File: src/rtl/mux16_rr_arbiter.sv
// Round-robin arbiter that shares one N:1 mux among N requesters, with a
// per-tenure hold limit and a one-cycle break-before-make bubble between grants.
module mux16_rr_arbiter #(
  parameter int N        = 16,
  parameter int SEL_W    = 4,
  parameter int MAX_HOLD = 8
) (
  input  logic             clk,
  input  logic             rst,
  input  logic [N-1:0]     req,
  input  logic             rel,
  output logic [N-1:0]     gnt,
  output logic [SEL_W-1:0] sel,
  output logic             sel_valid,
  output logic             owner_busy
);

  localparam int HOLD_W = (MAX_HOLD > 1) ? $clog2(MAX_HOLD) : 1;
  localparam logic [HOLD_W-1:0] HOLD_MAX = HOLD_W'(MAX_HOLD - 1);

  typedef enum logic [0:0] {
    ST_IDLE  = 1'b0,
    ST_GRANT = 1'b1
  } state_t;

  state_t            r_state;
  logic [SEL_W-1:0]  r_ptr;
  logic [HOLD_W-1:0] r_hold;
  logic [N-1:0]      r_gnt;
  logic [SEL_W-1:0]  r_sel;
  logic              r_valid;

  state_t            w_state_nxt;
  logic [SEL_W-1:0]  w_ptr_nxt;
  logic [HOLD_W-1:0] w_hold_nxt;
  logic [N-1:0]      w_gnt_nxt;
  logic [SEL_W-1:0]  w_sel_nxt;
  logic              w_valid_nxt;

  logic              w_pick_found;
  logic [SEL_W-1:0]  w_pick_idx;
  logic [N-1:0]      w_others;
  logic              w_busy;
  logic              w_release;

  // Wrap-around priority scan starting at the rotating pointer.
  always_comb begin
    w_pick_found = 1'b0;
    w_pick_idx   = {SEL_W{1'b0}};
    for (int i = 0; i < N; i++) begin
      if (!w_pick_found && req[r_ptr + SEL_W'(i)]) begin
        w_pick_found = 1'b1;
        w_pick_idx   = r_ptr + SEL_W'(i);
      end else begin
        w_pick_found = w_pick_found;
      end
    end
  end

  // r_gnt is one-hot on the owner while granted, so masking it leaves the competitors.
  assign w_others   = req & ~r_gnt;
  assign w_busy     = (r_state == ST_GRANT) && (r_hold == HOLD_MAX) && (|w_others);
  assign w_release  = !req[r_sel] || rel || w_busy;
  assign owner_busy = w_busy;

  // Next-state and next-output decode for the IDLE/GRANT controller.
  always_comb begin
    w_state_nxt = r_state;
    w_ptr_nxt   = r_ptr;
    w_hold_nxt  = r_hold;
    w_gnt_nxt   = r_gnt;
    w_sel_nxt   = r_sel;
    w_valid_nxt = r_valid;
    case (r_state)
      ST_IDLE: begin
        if (w_pick_found) begin
          w_state_nxt = ST_GRANT;
          w_gnt_nxt   = {{(N-1){1'b0}}, 1'b1} << w_pick_idx;
          w_sel_nxt   = w_pick_idx;
          w_valid_nxt = 1'b1;
          w_hold_nxt  = {HOLD_W{1'b0}};
        end else begin
          w_gnt_nxt   = {N{1'b0}};
          w_valid_nxt = 1'b0;
        end
      end
      ST_GRANT: begin
        if (w_release) begin
          w_state_nxt = ST_IDLE;
          w_gnt_nxt   = {N{1'b0}};
          w_valid_nxt = 1'b0;
          w_ptr_nxt   = r_sel + SEL_W'(1);
          w_hold_nxt  = {HOLD_W{1'b0}};
        end else if (r_hold != HOLD_MAX) begin
          w_hold_nxt  = r_hold + HOLD_W'(1);
        end else begin
          w_hold_nxt  = r_hold;
        end
      end
      default: begin
        w_state_nxt = ST_IDLE;
        w_gnt_nxt   = {N{1'b0}};
        w_valid_nxt = 1'b0;
        w_hold_nxt  = {HOLD_W{1'b0}};
      end
    endcase
  end

  // State and registered outputs; sel deliberately holds its value across the bubble.
  always_ff @(posedge clk) begin
    if (rst) begin
      r_state <= ST_IDLE;
      r_ptr   <= {SEL_W{1'b0}};
      r_hold  <= {HOLD_W{1'b0}};
      r_gnt   <= {N{1'b0}};
      r_sel   <= {SEL_W{1'b0}};
      r_valid <= 1'b0;
    end else begin
      r_state <= w_state_nxt;
      r_ptr   <= w_ptr_nxt;
      r_hold  <= w_hold_nxt;
      r_gnt   <= w_gnt_nxt;
      r_sel   <= w_sel_nxt;
      r_valid <= w_valid_nxt;
    end
  end

  assign gnt       = r_gnt;
  assign sel       = r_sel;
  assign sel_valid = r_valid;

endmodule

File: config.mk
export PLATFORM = sky130hd
export DESIGN_NAME = mux16_rr_arbiter
export DESIGN_NICKNAME = d
export VERILOG_FILES = /design/src/rtl/mux16_rr_arbiter.sv
export SDC_FILE = /design/constraint.sdc
export NUM_CORES = 1
export LEC_CHECK = 0
export CELL_PAD_IN_SITES_DETAIL_PLACEMENT = 2
export CELL_PAD_IN_SITES_GLOBAL_PLACEMENT = 2
export CORE_ASPECT_RATIO = 0.8
export CORE_UTILIZATION = 37
export DETAILED_ROUTE_END_ITERATION = 16
export PLACE_DENSITY = 0.82
export SETUP_SLACK_MARGIN = 0.2
export SLEW_MARGIN = 20
export SYNTH_ARGS = -nofsm -noshare
export SYNTH_HDL_FRONTEND = slang
export SYNTH_SLANG_ARGS = --single-unit
File: constraint.sdc
create_clock -name clk -period 5.3 [get_ports clk]
set_clock_uncertainty 0.1 [all_clocks]
set_input_delay 0.795 -clock clk [delete_from_list [all_inputs] [get_ports clk]]
set_output_delay 0.795 -clock clk [all_outputs]
set_load 0.005 [all_outputs]
Word-level counts from Yosys, hierarchy flattened:

Cells that the tools add are included.

* bits in registers: 29
* bits of input ports: 19
* output and inout bits: 22
* word-level logic and storage cells: 166

* $add $sub $neg: 17
* order comparisons: 17
* equal/unequal tests: 5
* shift operators: 1
* multiplexer cells: 78
* bitwise operators: 3
* reductions and logical operators: 39

Operator list (count)
* 4-bit by 5-bit < comparator with 1-bit output, second input constant: 17
* 1-bit binary-select mux with 4-bit select: 17
* 4-bit 2-to-1 mux: 16
* 1-bit 2-to-1 mux: 36
* 4-bit adder, second input constant: 8
* 16-bit 2-to-1 mux: 2
* 16-bit one-hot mux with 2 select lines: 1
* 1-bit logical AND: 17
* 4-bit by 3-bit adder with 4-bit output, second input constant: 4
* 16-bit AND: 1
* 1-bit zero test: 16
* 16-bit NOT: 1
* 16-bit OR reduction: 1
* 1-bit by 4-bit << shifter with 16-bit output, first input constant: 1
* 3-bit 2-to-1 mux: 3
* 4-bit by 1-bit adder with 4-bit output, second input constant: 2
* 4-bit by 2-bit adder with 4-bit output, second input constant: 2
* 3-bit one-hot mux with 2 select lines: 1
* 2-bit AND reduction: 3
* 1-bit one-hot mux with 2 select lines: 2
* 3-bit by 1-bit adder with 3-bit output, second input constant: 1
* 3-bit equality test, second input constant: 1
* 3-bit by 1-bit inequality test with 1-bit output, second input constant: 1
* 3-bit inequality test, second input constant: 1
* 4 further kinds: 5

Logic depth before layout (Yosys ltp):

* word-level depth: 51
* mapped depth: 17
* gate-level depth less buffers: 11

Worst setup path after synthesis:

Ideal clock, no wire load.

* path type: register -> register
* start point: register r_ptr[1]
* end point: register r_gnt[0], in the netlist gnt[0]
* arrival: 4.461 ns
* path slack: 0.622 ns
* stages on the path, launching flop included: 15
* path through: dfxtp_1 > buf_2 > buf_2 > inv_1 > ha_1 > buf_6 > mux4_1 > mux4_1 > a211o_1 > or3_1 > buf_6 > or3_4 > o211ai_1 > a211oi_1 > a32o_1

* cells in the longest elaborated chain, start to end: 51

RTL lines
* start: declaration: RTL line 27 `logic [SEL_W-1:0] r_ptr;`
* start signal: assignment: RTL line 113 `r_ptr <= {SEL_W{1'b0}};`
* start signal: assignment: RTL line 120 `r_ptr <= w_ptr_nxt;`
* branches (longest 49 deep; another with 4-bit by 1-bit adder with 4-bit output)
* 16-bit 2-to-1 mux (*): RTL line 76 `if (w_pick_found) begin`
* 16-bit one-hot mux with 2 select lines (*): RTL line 74 `case (r_state)`
* end signal: assignment: RTL line 115 `r_gnt <= {N{1'b0}};`
* end signal: assignment: RTL line 122 `r_gnt <= w_gnt_nxt;`
* end: declaration: RTL line 29 `logic [N-1:0] r_gnt;`

Every way passes the cells marked *. The select of a mux whose other input is x is not followed.
A chain may end at the register's enable or synchronous reset.

Worst setup path after layout:

* start point: register r_ptr[0]
* end point: register r_gnt[0], in the netlist gnt[0]

The elaborated chain is that of the path after synthesis.

==> results.md <==
Layout:
- The area growth from synthesis to layout is 17.7%.
- In the layout the commonest cells are 40 x clkdlybuf4s50_1, 31 x nor2_1, 30 x mux4_2.
- Excluding fillers, the count of instances in the completed layout stands at 643.
- Of the cells placed in the final design, the portion with a size suffix greater than 1 is 18.8%.
- The antenna cell count is 0.
- The leading cell type in the layout, fill and taps excluded is clkdlybuf4s50_1.
- The final layout net count is 528.
- At the end of the flow the core is filled with cells to 44.6%.

Critical path:
- The largest driver fanout on the critical path is 9.
- The worst setup path is captured at a register.
- The largest single stage delay on the critical path is 0.68 ns.
- The critical path's top delay family is compound AO/OA/AOI/OAI gates.
- The arrival time of the worst setup path is 4.98 ns.
- The worst setup path is launched from a register.
- Among all stages on the critical path, the largest delay is contributed by mux4_1.
- The count of buffering cells on the critical path with inverters included is 1.
- The endpoint required time on the critical path is 5.37 ns.
- The critical path goes through inv_1 -> ha_2 -> mux4_1 -> mux2_2 -> mux2i_2 -> o21ai_0 -> a2111oi_1 -> o22ai_1 -> a211oi_4 -> a211oi_1 -> a32o_1.
- The critical setup path kind is reg2reg.

Global route:
- For this run, the total global-route usage over all layers was measured as 33.6%.
- The first-pass GRT wire length is 28400 um.
- Global routing finished with a remaining overflow of 0.
- The number of antenna violations at the first check in global routing is 0.
- The number of global-route vias before repair is 4533.
- The pin count of the biggest net entering global routing is 33.

Die:
- During I/O placement, the number of pins put on the boundary was 41.
- The total area inside the core boundary comes to 10800 um^2.
- The total die area is 11500 um^2.
- The initial core utilization is 37.8%.
- The floorplan die height is 96.2 um.
- Row generation in the floorplan step produced 34 rows.
- The die boundary width is 120 um.

Timing:
- The final count of negative-setup-slack endpoints is 0.
- At the pin with the least slew margin, the transition time is 1.06 ns.
- The final-report max-slew violation count is 0.
- Based on the critical path, the design can be clocked at up to 204 MHz.
- The headroom to the max-slew limit is 29.0%.
- The final critical path time including I/O delays and setup is 4.91 ns.
- The final critical-path setup slack is 0.394 ns.
- For the final routed database, the setup TNS stands at 0 ns.
- The hold violation total from the final report is 0.
- Setup repair after global routing left no endpoint under its margin.
- Of the available clock period, the critical path in the final layout requires 92.6%.

Yosys:
- Counting flops with a built-in enable in the synthesized netlist gives 0.
- Counting every instance in the synthesized netlist gives 460.
- The register bit count reported by yosys is 29.
- During synthesis, Yosys emitted a total of 0 warnings.
- The synthesized netlist occupies a cell area of 4110 um^2.
- Synthesis instantiated 76 different standard cells from the library.
- Summing the sequential cell areas from Yosys gives 14.1% of the chip area.
- When the netlist entered floorplanning its net count stood at 490.
- The share of async-settable or async-resettable flops after synthesis is 0%.
- The most used flip-flop cell after synthesis is dfxtp_1.
- The per-instance average area after synthesis is 8.92 um^2.

Place:
- The total placed cells including tap cells is 635.
- Once detailed placement completed, the half-perimeter wirelength came to 14500 um.
- OpenSTA, run right after detailed placement, puts the worst setup slack at 0.110 ns.
- The routability-driven placement congestion ratio is 1.02.
- Input and output buffers added on the ports amount to 40.

Power and ir drop:
- In this run the static leakage power is 1.73 nW.
- For this design the ratio of total power to cell area is 588 nW/um^2.
- Summing internal, switching and leakage power gives 2.84 mW.
- The worst-case IR drop observed on VDD is 0.183 mV.

Status:
- The run finished with clean final reports.

Routing:
- Detailed routing inserted a total of 4526 vias.
- In the routed design, unresolved DRC markers number 0.
- The detail route stage leaves a number of antenna-violating nets equal to 0.
- The routed via count divided by cell count is 7.04.
- In the final routed layout, each cell accounts on average for 29.7 um.
- The first routing iteration left 364 violations.
- The first TritonRoute pass finished after 5 iterations.
- After detailed routing, the total wire length is 19100 um.

CTS:
- The number of H-tree branching levels is 2.
- The cell chosen for the clock root is clkbuf_16.
- The number of setup buffers added after CTS is 0.
- The total clock buffers created by CTS is 5.
- The maximum buffer depth of the clock tree is 2.
- After clock tree synthesis, the clock-pin slew on the worst setup and hold paths is 0.06 ns.
- The later-pin clock latency in the skew report is 0.29 ns.
- The number of hold-repair buffers added at the cts stage is 0.
- The clock net sink count is 29.
- TritonCTS built the clock tree.

Flow run:
- The count of maximum capacitance violations is 0.

Min path:
- The path category of the worst min-delay check is reg2reg.
stage by stage:
step / hold WS (ns) / cell area, um^2
global placement: 0.375 / 4670
finish: 0.418 / 4830
global route: 0.432 / 4830
detailed placement: 0.400 / 4670
floorplan: 0.359 / 4110
CTS: 0.412 / 4820
cells in the mapped netlist (12+ instances only):
library cell / number / area (um^2)
mux2i_1: 28 / 280
nor2_1: 31 / 116
dfxtp_1: 29 / 581
nand3_1: 21 / 105
buf_2: 12 / 60.1
o22ai_1: 13 / 81.3
mux4_2: 30 / 676
o21ai_0: 12 / 60.1
mux2_2: 13 / 146
inv_1: 27 / 101
a21oi_1: 24 / 120
nand2_1: 25 / 93.8
final timing paths:
path                 start      to  slack, ns  depth (start not counted)
hold reg to reg     gnt[4]  gnt[4]       0.42                          1
hold / removal      gnt[4]  gnt[4]       0.42                          1
setup reg to reg  r_ptr[0]  gnt[0]       0.39                         11
setup / recovery  r_ptr[0]  gnt[0]       0.39                         11
worst register-to-register path, delay by kind of cell (launching register included):
kind	cells	cell delay [ns]
adder cells (fa/ha/maj)	1	0.49
AO/OA/AOI/OAI	6	2.17
multiplexers	3	1.37
flip-flops	1	0.52
buffers and inverters	1	0.13
what timing repair did:
| item | in CTS | in global routing |
|---|---|---|
| setup endpoints to repair | 0 | 18 |
| gates resized for setup | 0 | 3 |
| hold endpoints to repair | 0 | 0 |
where the power goes:
| group | internal [mW] | switching [mW] |
|---|---|---|
| Sequential | 0.255 | 0.0768 |
| Combinational | 0.828 | 1.39 |
| Clock | 0.172 | 0.118 |
| Total | 1.26 | 1.59 |
state kept, by name, indices dropped and copies added (netlist names):
name	count
gnt	16
r_hold	3
r_ptr	4
r_state	1
sel	4
sel_valid	1
area by class of cell:
cell class / instances / area, um^2
clock buffer: 5 / 125
clock inverter: 3 / 17.5
fill: 1200 / 6010
inverter: 28 / 105
multi-input combinational: 375 / 3280
sequential: 29 / 581
tap: 144 / 180
timing repair buffer: 59 / 543
per-layer routing:
metal,GRT usage [%],wire length (um)
met5,0,0
met4,9.58,370
met3,5.15,1500
met2,53.6,8820
met1,46.9,8430
logic make-up (layout without fill, tap and decap cells):
kind of cell / Yosys count / count (layout) / synth area share, %
AO/OA/AOI/OAI: 141 / 141 / 26.6
AND/OR/NAND/NOR: 134 / 134 / 17.2
multiplexers: 77 / 77 / 29.8
buffers and inverters: 56 / 95 / 6.31
flip-flops: 29 / 29 / 14.1
XOR/XNOR: 12 / 12 / 2.56
adder cells (fa/ha/maj): 11 / 11 / 3.35
(Power assumes the default switching activity.)
